$ cat src/rtl/clk_meter_pkg.sv
// Shared types and default constants for the clock frequency / duty meter.
package clk_meter_pkg;

  typedef enum logic [1:0] {
    IDLE = 2'd0,
    ARM  = 2'd1,
    GATE = 2'd2
  } state_e;

  localparam int SYS_CLK_HZ      = 27_000_000;
  localparam int GATE_CYCLES_1MS = SYS_CLK_HZ / 1000;
  localparam int TIMEOUT_2MS     = 2 * GATE_CYCLES_1MS;

endpackage

$ cat src/rtl/sync_edge_det.sv
// Two-flop synchronizer for an asynchronous signal, plus a delay flop for rising-edge detect.
module sync_edge_det (
  input  logic clk,
  input  logic rst_n,
  input  logic sig_in,
  output logic s_sync,
  output logic rise
);

  logic s_meta, s_prev;

  always_ff @(posedge clk or negedge rst_n) begin
    if (!rst_n) begin
      s_meta <= 1'b0;
      s_sync <= 1'b0;
      s_prev <= 1'b0;
    end else begin
      s_meta <= sig_in;
      s_sync <= s_meta;
      s_prev <= s_sync;
    end
  end

  assign rise = s_sync & ~s_prev;

endmodule

$ cat src/rtl/clk_meter.sv
// Counts rising edges and high samples of sig_in over a fixed gate window,
// re-arming on the next edge so every gate starts edge-aligned.
module clk_meter
  import clk_meter_pkg::*;
#(
  parameter int GATE_CYCLES    = GATE_CYCLES_1MS,
  parameter int TIMEOUT_CYCLES = TIMEOUT_2MS,
  parameter int CNT_W          = 16,
  parameter int GATE_W         = $clog2(GATE_CYCLES + 1)
) (
  input  logic              clk,
  input  logic              rst_n,
  input  logic              run,
  input  logic              sig_in,
  output logic [CNT_W-1:0]  meas_count,
  output logic [GATE_W-1:0] high_count,
  output logic              meas_ovf,
  output logic              sig_stuck,
  output logic              meas_valid,
  output logic              busy
);

  localparam int TO_W = $clog2(TIMEOUT_CYCLES + 1);
  localparam logic [GATE_W-1:0] GATE_LAST = GATE_W'(GATE_CYCLES - 1);
  localparam logic [TO_W-1:0]   TO_LAST   = TO_W'(TIMEOUT_CYCLES - 1);
  localparam logic [CNT_W-1:0]  EDGE_MAX  = {CNT_W{1'b1}};

  logic s_sync, rise;

  sync_edge_det u_sync (
    .clk    (clk),
    .rst_n  (rst_n),
    .sig_in (sig_in),
    .s_sync (s_sync),
    .rise   (rise)
  );

  state_e            state;
  logic [GATE_W-1:0] gate_cnt, high_cnt, high_nxt;
  logic [CNT_W-1:0]  edge_cnt, edge_nxt;
  logic              ovf, ovf_nxt;
  logic [TO_W-1:0]   to_cnt;

  // Next accumulator values include the current cycle, so the last gate cycle counts.
  always_comb begin
    edge_nxt = edge_cnt;
    ovf_nxt  = ovf;
    if (rise) begin
      if (edge_cnt == EDGE_MAX) ovf_nxt  = 1'b1;
      else                      edge_nxt = edge_cnt + 1'b1;
    end
    high_nxt = high_cnt + GATE_W'(s_sync);
  end

  always_ff @(posedge clk or negedge rst_n) begin
    if (!rst_n) begin
      state      <= IDLE;
      gate_cnt   <= '0;
      high_cnt   <= '0;
      edge_cnt   <= '0;
      ovf        <= 1'b0;
      to_cnt     <= '0;
      meas_count <= '0;
      high_count <= '0;
      meas_ovf   <= 1'b0;
      sig_stuck  <= 1'b0;
      meas_valid <= 1'b0;
      busy       <= 1'b0;
    end else begin
      meas_valid <= 1'b0;
      case (state)
        IDLE: begin
          if (run) begin
            state  <= ARM;
            busy   <= 1'b1;
            to_cnt <= '0;
          end
        end
        ARM: begin
          if (!run) begin
            state <= IDLE;
            busy  <= 1'b0;
          end else if (rise) begin
            // The arming edge itself is not counted.
            state     <= GATE;
            gate_cnt  <= '0;
            edge_cnt  <= '0;
            high_cnt  <= '0;
            ovf       <= 1'b0;
            sig_stuck <= 1'b0;
          end else if (to_cnt == TO_LAST) begin
            meas_count <= '0;
            high_count <= '0;
            meas_ovf   <= 1'b0;
            sig_stuck  <= 1'b1;
            meas_valid <= 1'b1;
            to_cnt     <= '0;
          end else begin
            to_cnt <= to_cnt + 1'b1;
          end
        end
        GATE: begin
          if (gate_cnt == GATE_LAST) begin
            meas_count <= edge_nxt;
            high_count <= high_nxt;
            meas_ovf   <= ovf_nxt;
            meas_valid <= 1'b1;
            to_cnt     <= '0;
            state      <= run ? ARM : IDLE;
            busy       <= run;
          end else if (!run) begin
            state <= IDLE;
            busy  <= 1'b0;
          end else begin
            edge_cnt <= edge_nxt;
            ovf      <= ovf_nxt;
            high_cnt <= high_nxt;
            gate_cnt <= gate_cnt + 1'b1;
          end
        end
        default: begin
          state <= IDLE;
          busy  <= 1'b0;
        end
      endcase
    end
  end

endmodule

$ cat config.mk
export PLATFORM = sky130hd
export DESIGN_NAME = clk_meter
export DESIGN_NICKNAME = d
export VERILOG_FILES = /design/src/rtl/clk_meter_pkg.sv /design/src/rtl/sync_edge_det.sv /design/src/rtl/clk_meter.sv
export SDC_FILE = /design/constraint.sdc
export NUM_CORES = 1
export LEC_CHECK = 0
export BUFFER_PORTS_ARGS = -buffer_cell sky130_fd_sc_hd__buf_2
export CORE_ASPECT_RATIO = 0.5
export CORE_MARGIN = 5
export CORE_UTILIZATION = 50
export DETAILED_ROUTE_END_ITERATION = 6
export GPL_TIMING_DRIVEN = 0
export HOLD_SLACK_MARGIN = 0.1
export PLACE_DENSITY = 0.68
export SLEW_MARGIN = 20
export SYNTH_ARGS = -nofsm -noshare
export SYNTH_HDL_FRONTEND = slang
export SYNTH_SLANG_ARGS = --single-unit
$ cat constraint.sdc
create_clock -name clk -period 5.2 [get_ports clk]
set_input_delay 0.26 -clock clk [delete_from_list [all_inputs] [get_ports clk]]
set_output_delay 0.26 -clock clk [all_outputs]
set_load 0.02 [all_outputs]
==> impl_results.md, run 1 <==
- Status: complete, no violations
- Required time worst endpoint: 5.49 ns
- RePlAce Congestion: 0.860
- Nets: 645
- Min Hold Slack: 0.335 ns
- RSZ-0062 raised after global routing: no
- Number of flops mapped to enable cells by yosys: 0
- Initial Utilization: 50.7%
- Crit path max fanout: 10
- Commonest non-fill, non-tap cell in the layout: dfrtp_1
- Final core occ: 57.5%
- Clock Latency Late Sink: 0.36 ns
- IO buf count: 38
- DIE HEIGHT: 84.3 um
- Setup Skew: 0.0129 ns
- Num CTS Buffers: 9
- Area used by multi-input combinational logic: 2720 sq um
- DRC viols: 0
- Slew HR: 30.1%
- Vias per cell: 5.95
- GR Overflow Total: 0
- Crit path launch type: register
- Vias in the first global route: 4,366
- Post-Place Worst Slack: 1.95 ns
- Period minus WS final: 3.32 ns
- Drt pass-1 iters: 5
- Clock Path Buffers: 2
- Via count: 4,656
- Resize count post-CTS: 0
- Area grow syn2layout: 13.5%
- Post-Route WL: 13.4 mm
- Fraction of registers with async set/reset: 100%
- Peak VDD IR: 0.000195 V
- Synth Flop Type: dfrtp_1
- HP Class: primary input to register
- Fin. max-slew vios: 0
- Fin worst setup slack: 1.88 ns
- Seq/Total Area, Yosys: 46.8%
- Synthesized area: 5510 sq um
- Clock Sinks: 103
- First-pass GRT wire length: 22.6 mm
- Share of layout cells above drive strength 1: 12.9%
- CTS root buffer: clkbuf_16
- Mapped Nets: 593
- Clock-pin slew on the worst setup and hold paths: 0.07 ns
- Num rows: 27
- DIE AREA: 13,400 sq um
- Tightest Pin Transition: 1.05 ns
- Hold_buf cts: 2
- Synth Register Bits: 103
- Storage cell area: 2580 sq um
- CP Capture Type: register
- All-layer global routing usage: 21.1%
- Library cells used by synthesis: 56
- Die width: 158 um
- Initial antenna violation count: 0
- Maximum clock rate: 301 MHz
- Initial DRC count: 313
- Syn_area_per_cell: 9.50 sq um
- Antenna cell count: 0
- Setup tns final: 0 ns
- Pwr Density: 377 nW/um^2
- Syn Inst Count: 580
- H-tree depth: 3
- IO Pins: 39
- R2R setup slack: 1.88 ns
- Post-DP HPWL: 9.41 mm
- Worst Setup Path Type: register to register
- Post-CTS setup buffer count: 0
- CTS tree: done
- Yosys warnings: 0
- Max-Cap Viols: 0
- Fillers: 992
- Leakage Power: 2.75 nW
- Highest-count cells in the layout ignoring fill and taps: 103 x dfrtp_1, 49 x nand2_1, 48 x o21ai_0
- Hold Violations, Final: 0
- Routed length per instance: 17.1 um
- Worst EP arrival: 3.61 ns
- Core ar.: 10,900 sq um
- Crit share post-route: 63.9%
- Post-route ant nets: 0
- Largest net degree at the start of global routing: 64
- Endpoints failing setup: 0
-- cell type report --
class / instances / area share [%]
Sequential cell: 103 / 41.2
Clock inverter: 7 / 1.46
Tap cell: 145 / 2.90
Buffer: 30 / 2.00
Multi-Input combinational cell: 423 / 43.5
Inverter: 24 / 1.44
Timing Repair Buffer: 41 / 3.90
Clock buffer: 9 / 3.60
-- layer usage --
layer,routed length [um],GRT usage [%]
met5,0,0
met4,142,5.11
met3,882,5.10
met2,5710,30.0
met1,6620,32.4
-- final timing paths --
check | end | from | depth (start not counted)
setup / recovery | high_cnt[14]$_DFFE_PN0P_ | state[1]$_DFFE_PN0P_ | 9
hold / removal | busy$_DFFE_PN0N_ | run | 3
setup reg to reg | high_cnt[14]$_DFFE_PN0P_ | state[1]$_DFFE_PN0P_ | 9
hold reg to reg | u_sync.s_sync$_DFF_PN0_ | u_sync.s_meta$_DFF_PN0_ | 0
max in group asynchronous | gate_cnt[5]$_DFFE_PN0P_ | rst_n | 3
min in group asynchronous | edge_cnt[7]$_DFFE_PN0P_ | rst_n | 2
-- state kept, by name, summed over array words and instances, names as in the netlist --
| register | flops |
|---|---|
| meas_valid | 1 |
| u_sync.s_prev | 1 |
| busy | 1 |
| edge_cnt | 16 |
| to_cnt | 16 |
| high_cnt | 15 |
| u_sync.s_sync | 1 |
| sig_stuck | 1 |
| meas_ovf | 1 |
| high_count | 15 |
| u_sync.s_meta | 1 |
| meas_count | 16 |
| ovf | 1 |
| state | 2 |
| gate_cnt | 15 |
-- cell families (layout without fill, tap and decap cells) --
| kind of cell | Yosys count | in the layout | share of synthesized area [%] |
|---|---|---|---|
| buf+inv | 54 | 111 | 3.90 |
| simple gates | 222 | 222 | 21.7 |
| fa+ha+maj | 9 | 9 | 2.04 |
| mux | 20 | 20 | 4.31 |
| xor+xnor | 22 | 22 | 3.50 |
| flops | 103 | 103 | 46.8 |
| compound gates | 150 | 150 | 17.8 |
-- Yosys cell counts (12+ instances only) --
cell type | count | share of area (%)
inv_1 | 24 | 1.6
nand4_1 | 21 | 2.4
xnor2_1 | 18 | 2.9
clkbuf_1 | 25 | 1.7
nand3_1 | 29 | 2.6
nand2_1 | 49 | 3.3
a21oi_1 | 27 | 2.5
nor3_1 | 18 | 1.6
o21ai_0 | 48 | 4.4
dfrtp_1 | 103 | 47
o31ai_1 | 12 | 1.6
nor2_1 | 34 | 2.3
a22o_1 | 15 | 2.4
a31oi_1 | 13 | 1.5
-- critical path: stages (launching register included) --
cell      delay [ns]
dfrtp_1         0.42
inv_1           0.10
ha_1            0.16
clkbuf_1        0.39
and3b_1         0.26
o21ai_0         0.21
a21oi_1         0.87
clkbuf_1        0.56
nand4b_1        0.17
nand3_1         0.12
-- stage by stage --
| stage | total power (W) | cell area (sq um) | std cells |
|---|---|---|---|
| global route | 0.00251 | 6250 | 782 |
| global placement | 0.00164 | 5880 | 763 |
| finish | 0.00236 | 6250 | 782 |
| CTS | 0.00238 | 6250 | 782 |
| floorplan | 0.00144 | 5510 | 580 |
| detailed placement | 0.00165 | 5920 | 764 |
-- power by group --
part	leakage, nW	internal (W)	switching [W]
Sequential	1.41	0.000887	0.0000936
Combinational	1.18	0.000229	0.000436
Clock	0.157	0.000386	0.000328
Note: power is estimated with default switching activity, not from simulation.
==> inputs of run 2 (changes only) <==
Settings changed: PLACE_DENSITY 0.68 to 0.71.
Clock period 5.2 ns to 2.95 ns, I/O delays scaled along.
==> impl_results.md, run 2 (synthesized netlist as in run 1, its figures left out) <==
- Post-Place Worst Slack: -0.292 ns (-2.25 ns)
- Pwr Density: 646 nW/um^2 (+71%)
- Num rows: 27 (unchanged)
- Vias per cell: 5.96 (+0.17%)
- Share of layout cells above drive strength 1: 13.8% (+0.94 points)
- Comb pwr share: 29.5% (+1.3 points)
- Hold Violations, Final: 0 (unchanged)
- H-tree depth: 3 (unchanged)
- Num CTS Buffers: 9 (unchanged)
- Initial antenna violation count: 0 (unchanged)
- Routed length per instance: 17.3 um (+1.6%)
- Worst hold endpoint: busy$_DFFE_PN0N_
- Post-Route WL: 13.6 mm (+1.6%)
- Largest regs: edge_cnt (16), meas_count (16), to_cnt (16)
- Fin worst setup slack: 0.158 ns (-1.72 ns)
- GRT met1 Usage: 29.5% (-2.9 points)
- Reg2reg end: meas_count[10]$_DFFE_PN0P_
- Status: complete, no violations
- All-layer global routing usage: 21.1% (-0.075 points)
- Setup Skew: 0.00757 ns (-0.00536 ns)
- Peak VDD IR: 0.000325 V (+67%)
- Period minus WS final: 2.79 ns (-0.529 ns)
- Nets: 645 (unchanged)
- DIE HEIGHT: 84.3 um (unchanged)
- Fillers: 975 (-1.7%)
- DRC viols: 0 (unchanged)
- RSZ-0062 raised after global routing: no
- Tightest Pin Transition: 0.807 ns (-0.241 ns)
- Drt pass-1 iters: 5 (unchanged)
- Area grow syn2layout: 13.5% (about the same)
- Worst Setup Path Type: register to register
- Switching share of power: 36.2% (-0.15 points)
- Initial DRC count: 355 (+13%)
- Hold wc startpoint: run
- Post-DP HPWL: 9.45 mm (+0.38%)
- Clock-pin slew on the worst setup and hold paths: 0.07 ns (about the same)
- First-pass GRT wire length: 22.7 mm (about the same)
- Clock Path Buffers: 2 (unchanged)
- Placed inst area: 5920 sq um (unchanged)
- Highest-count cells in the layout ignoring fill and taps: 103 x dfrtp_1, 49 x nand2_1, 47 x o21ai_0
- P_int: 0.00258 W (+72%)
- Leakage Power: 2.74 nW (-0.30%)
- Maximum clock rate: 358 MHz (+19%)
- IO buf count: 38 (unchanged)
- Core ar.: 10,900 sq um (unchanged)
- Hold depth: 3 (unchanged)
- Crit share post-route: 94.6% (+31 points)
- CTS tree: done
- Worst r2r src: gate_cnt[10]$_DFFE_PN0P_
- M2 GR Usage: 33.9% (+3.9 points)
- Clock Power Share: 27.8% (-2.5 points)
- Setup tns final: 0 ns (unchanged)
- Design Area, Final: 6260 sq um (about the same)
- Vias in the first global route: 4,502 (+3.1%)
- IO Pins: 39 (unchanged)
- Commonest non-fill, non-tap cell in the layout: dfrtp_1
- Clock Latency Late Sink: 0.35 ns (about the same)
- Via count: 4,664 (+0.17%)
- Die width: 158 um (unchanged)
- Worst EP arrival: 3.03 ns (-0.58 ns)
- Initial Utilization: 50.7% (unchanged)
- Endpoints failing setup: 0 (unchanged)
- Psw: 0.00146 W (+70%)
- DIE AREA: 13,400 sq um (unchanged)
- Crit path max fanout: 10 (unchanged)
- CTS root buffer: clkbuf_16
- Final core occ: 57.5% (about the same)
- CP Capture Type: register
- Post-route ant nets: 0 (unchanged)
- Slew HR: 45.8% (+16 points)
- Register share of total power: 42.7% (+1.1 points)
- GR Overflow Total: 0 (unchanged)
- R2R setup slack: 0.16 ns (-1.72 ns)
- Clock Sinks: 103 (unchanged)
- HP Class: primary input to register
- Required time worst endpoint: 3.19 ns (-2.30 ns)
- Gr busiest metal: met2
- Fin. max-slew vios: 0 (unchanged)
- Max-Cap Viols: 0 (unchanged)
- Largest net degree at the start of global routing: 64 (unchanged)
- Worst reg-to-reg path cell count: 6 (-3)
- RePlAce Congestion: 0.910 (+5.7%)
- Crit path launch type: register
- Antenna cell count: 0 (unchanged)
- Met3 Use GR: 4.38% (-0.72 points)
[run 2: cell count changes in the layout (fill, tap and decap cells not counted), moves of 2 or more]
cell,previous run,this run
inv_8,2,0
clkinvlp_4,0,3
clkbuf_2,0,5
clkbuf_1,25,21
[run 2: how the worst max path moves through the flow]
stage	startpoint	endpoint	slack, ns	cells after the start
2_1_floorplan	to_cnt[10]$_DFFE_PN0P_	high_count[13]$_DFFE_PN0P_	0.50	7
5_1_grt	state[0]$_DFFE_PN0P_	high_count[2]$_DFFE_PN0P_	0.008	8
3_3_place_gp	state[1]$_DFFE_PN0P_	high_cnt[14]$_DFFE_PN0P_	-0.27	9
3_5_place_dp	state[1]$_DFFE_PN0P_	high_cnt[14]$_DFFE_PN0P_	-0.29	9
6_report	gate_cnt[10]$_DFFE_PN0P_	meas_count[10]$_DFFE_PN0P_	0.16	6
4_1_cts	state[1]$_DFFE_PN0P_	high_cnt[3]$_DFFE_PN0P_	0.1	9
[run 2: power by group through the flow]
stage	sequential [W]	clock [W]	combinational [W]
2_1_floorplan	0.00175	0	0.000787
3_3_place_gp	0.00174	0	0.00113
3_5_place_dp	0.00174	0	0.00117
4_1_cts	0.00172	0.00115	0.00117
5_1_grt	0.00174	0.00120	0.00131
6_report	0.00173	0.00112	0.00119
[run 2: layout make-up]
class                           count  area, sq um  area share [%]
Clock buffer                       12          246            3.94
Multi-Input combinational cell    423         2760            44.0
Tap cell                          145          181            2.90
Sequential cell                   103         2580            41.2
Inverter                           24         90.1            1.44
Timing Repair Buffer               41          244            3.90
Buffer                             30          131            2.10
Clock inverter                      4         31.3           0.500
[run 2: what timing repair did]
item                       CTS  global route
pin swaps                    0             0
hold buffers                 2             0
buffers inserted             0             0
gates resized for setup      2            14
hold endpoints to repair    41             0
setup endpoints to repair   10            29
[run 2: per-stage QoR]
stage	power, W	cells	hold WS, ns
floorplan	0.00254	580	-0.148
global placement	0.00287	763	0.256
detailed placement	0.00291	764	0.0895
CTS	0.00404	782	0.222
global route	0.00426	782	0.231
finish	0.00404	782	0.235
[run 2: routing by layer]
| metal | up-vias | routed length [um] |
|---|---|---|
| met3 | 9 | 643 |
| met4 | 0 | 127 |
| li1 | 2242 | - |
| met1 | 2308 | 6370 |
| met2 | 105 | 6420 |
| met5 | - | 0 |
[run 2: critical path: stages (launching register included)]
cell	delay, ns
dfrtp_1	0.43
or3b_2	0.52
nor4_2	0.63
and2_1	0.41
o21ai_2	0.19
buf_6	0.21
mux2_4	0.30
==> inputs of run 3 (changes only) <==
Settings changed: CELL_PAD_IN_SITES_DETAIL_PLACEMENT from default to 1, CELL_PAD_IN_SITES_GLOBAL_PLACEMENT from default to 1, CORE_UTILIZATION 50 to 43, CTS_CLUSTER_SIZE from default to 25, PLACE_DENSITY 0.71 to default, PLACE_DENSITY_LB_ADDON from default to 0.1.
==> impl_results.md, run 3 (synthesized netlist as in run 1, its figures left out) <==
- Slew HR: 44.2% (-1.6 points)
- Clock Latency Late Sink: 0.35 ns (about the same)
- Crit share post-route: 97.2% (+2.6 points)
- Core ar.: 12,600 sq um (+16%)
- Routed length per instance: 18.9 um (+8.8%)
- GR Overflow Total: 0 (unchanged)
- Post-DP HPWL: 10.8 mm (+14%)
- Final core occ: 50.3% (-7.2 points)
- HP Class: primary input to asynchronous set/reset pin
- Post-Layout Cell Count: 806 (+3.1%)
- Vias in the first global route: 4,888 (+8.6%)
- Hold Violations, Final: 0 (unchanged)
- Num CTS Buffers: 9 (unchanged)
- DIE AREA: 15,300 sq um (+15%)
- Vias per cell: 5.79 (-2.9%)
- Psw: 0.00155 W (+6.2%)
- Initial DRC count: 219 (-38%)
- Endpoints failing setup: 0 (unchanged)
- Period minus WS final: 2.87 ns (+0.0754 ns)
- Register share of total power: 40.9% (-1.8 points)
- DIE HEIGHT: 90.1 um (+6.9%)
- Post-route ant nets: 0 (unchanged)
- Setup Skew: 0.0111 ns (+0.00348 ns)
- Initial Utilization: 43.8% (-6.9 points)
- Antenna cell count: 0 (unchanged)
- Peak VDD IR: 0.000340 V (+4.6%)
- Placed inst area: 5950 sq um (+0.53%)
- CP Capture Type: register
- Required time worst endpoint: 3.19 ns (about the same)
- Initial antenna violation count: 0 (unchanged)
- H-tree depth: 3 (unchanged)
- Min Hold Slack: 0.234 ns (-0.000788 ns)
- Pwr Density: 665 nW/um^2 (+3.0%)
- Design Area, Final: 6330 sq um (+1.2%)
- Largest regs: edge_cnt (16), meas_count (16), to_cnt (16)
- Crit path max fanout: 10 (unchanged)
- Fin. max-slew vios: 0 (unchanged)
- RePlAce Congestion: 0.826 (-9.2%)
- IO buf count: 38 (unchanged)
- Nets: 644 (-0.16%)
- CTS tree: done
- Post-Route WL: 15.2 mm (+12%)
- Worst EP arrival: 3.10 ns (+0.07 ns)
- Critical Path Max Stage Delay: 0.59 ns (-0.04 ns)
- Largest net degree at the start of global routing: 76 (+19%)
- Switching share of power: 36.9% (+0.67 points)
- DRC viols: 0 (unchanged)
- Status: complete, no violations
- Most used cell, CP: buf_2
- Worst Setup Path Type: register to register
- Drt pass-1 iters: 5 (unchanged)
- Worst-path cell chain: or4b_1, or4_1, buf_2, o21ai_4, o21ai_2, buf_2, a22o_1
- Post-CTS setup buffer count: 0 (unchanged)
- Clock Sinks: 103 (unchanged)
- Leakage Power: 2.79 nW (+1.7%)
- P_int: 0.00266 W (+3.1%)
- Maximum clock rate: 349 MHz (-2.6%)
- Clock Path Buffers: 2 (unchanged)
- Clock-pin slew on the worst setup and hold paths: 0.07 ns (about the same)
- Tightest Pin Transition: 0.836 ns (+0.0297 ns)
- All-layer global routing usage: 20.4% (-0.65 points)
- Area grow syn2layout: 14.9%
- Via count: 4,667 (+0.064%)
- Num rows: 29 (+7.4%)
- Max-Cap Viols: 0 (unchanged)
- Critical-path cell with the highest stage delay: or4b_1
- Comb pwr share: 29.0% (-0.5 points)
- Die width: 170 um (+7.3%)
- Crit path launch type: register
- Dpl cells: 789 (+3.3%)
- Commonest non-fill, non-tap cell in the layout: dfrtp_1
- Clock Power Share: 30.0% (+2.2 points)
- IO Pins: 39 (unchanged)
- Share of layout cells above drive strength 1: 14.5% (+0.65 points)
- Highest-count cells in the layout ignoring fill and taps: 103 x dfrtp_1, 49 x nand2_1, 47 x o21ai_0
- CTS root buffer: clkbuf_16
- RSZ-0062 raised after global routing: yes
- First-pass GRT wire length: 25.6 mm (+13%)
## run 3: changes by cell type in the layout (fill, tap and decap cells not counted), sizes merged
cell,previous run,this run
buf,45,44
bufinv,0,1
inv,24,29
clkbuf,36,33
clkinvlp,3,0
## run 3: layer usage
layer,wire length [um],GRT usage [%],vias to the layer above
met4,122,4.05,0
met5,0,0,-
met1,7490,28.8,2377
li1,-,-,2232
met2,7270,33.4,45
met3,323,3.33,13
## run 3: per-stage QoR
stage / TNS [ns] / worst slack, ns / power (W)
floorplan: 0 / 0.502 / 0.00254
global placement: -2.97 / -0.329 / 0.00291
detailed placement: -3.51 / -0.423 / 0.00295
global route: -0.0431 / -0.0142 / 0.00448
finish: 0 / 0.0825 / 0.00421
CTS: -0.173 / -0.0971 / 0.00424
## run 3: area by class of cell
cell class / count / area, sq um
clock inverters: 7 / 85.1
fillers: 1462 / 6260
flip-flops and latches: 103 / 2580
multi-input cells: 423 / 2770
repair buffers: 41 / 244
well taps: 170 / 213
plain buffers: 29 / 128
inverters: 24 / 90.1
clock buffers: 9 / 225
## run 3: repair_timing
item / 4_1_cts / 5_1_grt
setup endpoints to repair: 13 / 41
hold endpoints to repair: 104 / 0
gates resized for setup: 3 / 14
hold buffers: 2 / 0
pin swaps: 0 / 0
cloned: 0 / 0
## run 3: worst max-delay path: cells and delay by family, from the launching register on
family | cells | cell delay (ns)
DFF | 1 | 0.44
buffers and inverters | 2 | 0.47
AOI/OAI and AO/OA | 3 | 0.72
and+or+nand+nor | 2 | 1.11
## run 3: final timing paths
kind,endpoint,slack [ns],start,cells after the start
min,to_cnt[6]$_DFFE_PN0P_,0.23,rst_n,2
max,meas_count[9]$_DFFE_PN0P_,0.08,to_cnt[10]$_DFFE_PN0P_,7
max in group asynchronous,u_sync.s_prev$_DFF_PN0_,2.04,rst_n,3
min reg2reg,u_sync.s_sync$_DFF_PN0_,0.37,u_sync.s_meta$_DFF_PN0_,0
min in group clk,busy$_DFFE_PN0N_,0.24,run,3
max reg2reg,meas_count[9]$_DFFE_PN0P_,0.08,to_cnt[10]$_DFFE_PN0P_,7
## run 3: power groups by stage
stage / combinational, W / clock, W / sequential (W)
2_1_floorplan: 0.000787 / 0 / 0.00175
3_3_place_gp: 0.00117 / 0 / 0.00174
3_5_place_dp: 0.00120 / 0 / 0.00175
4_1_cts: 0.00122 / 0.00130 / 0.00172
5_1_grt: 0.00136 / 0.00136 / 0.00175
6_report: 0.00122 / 0.00126 / 0.00172
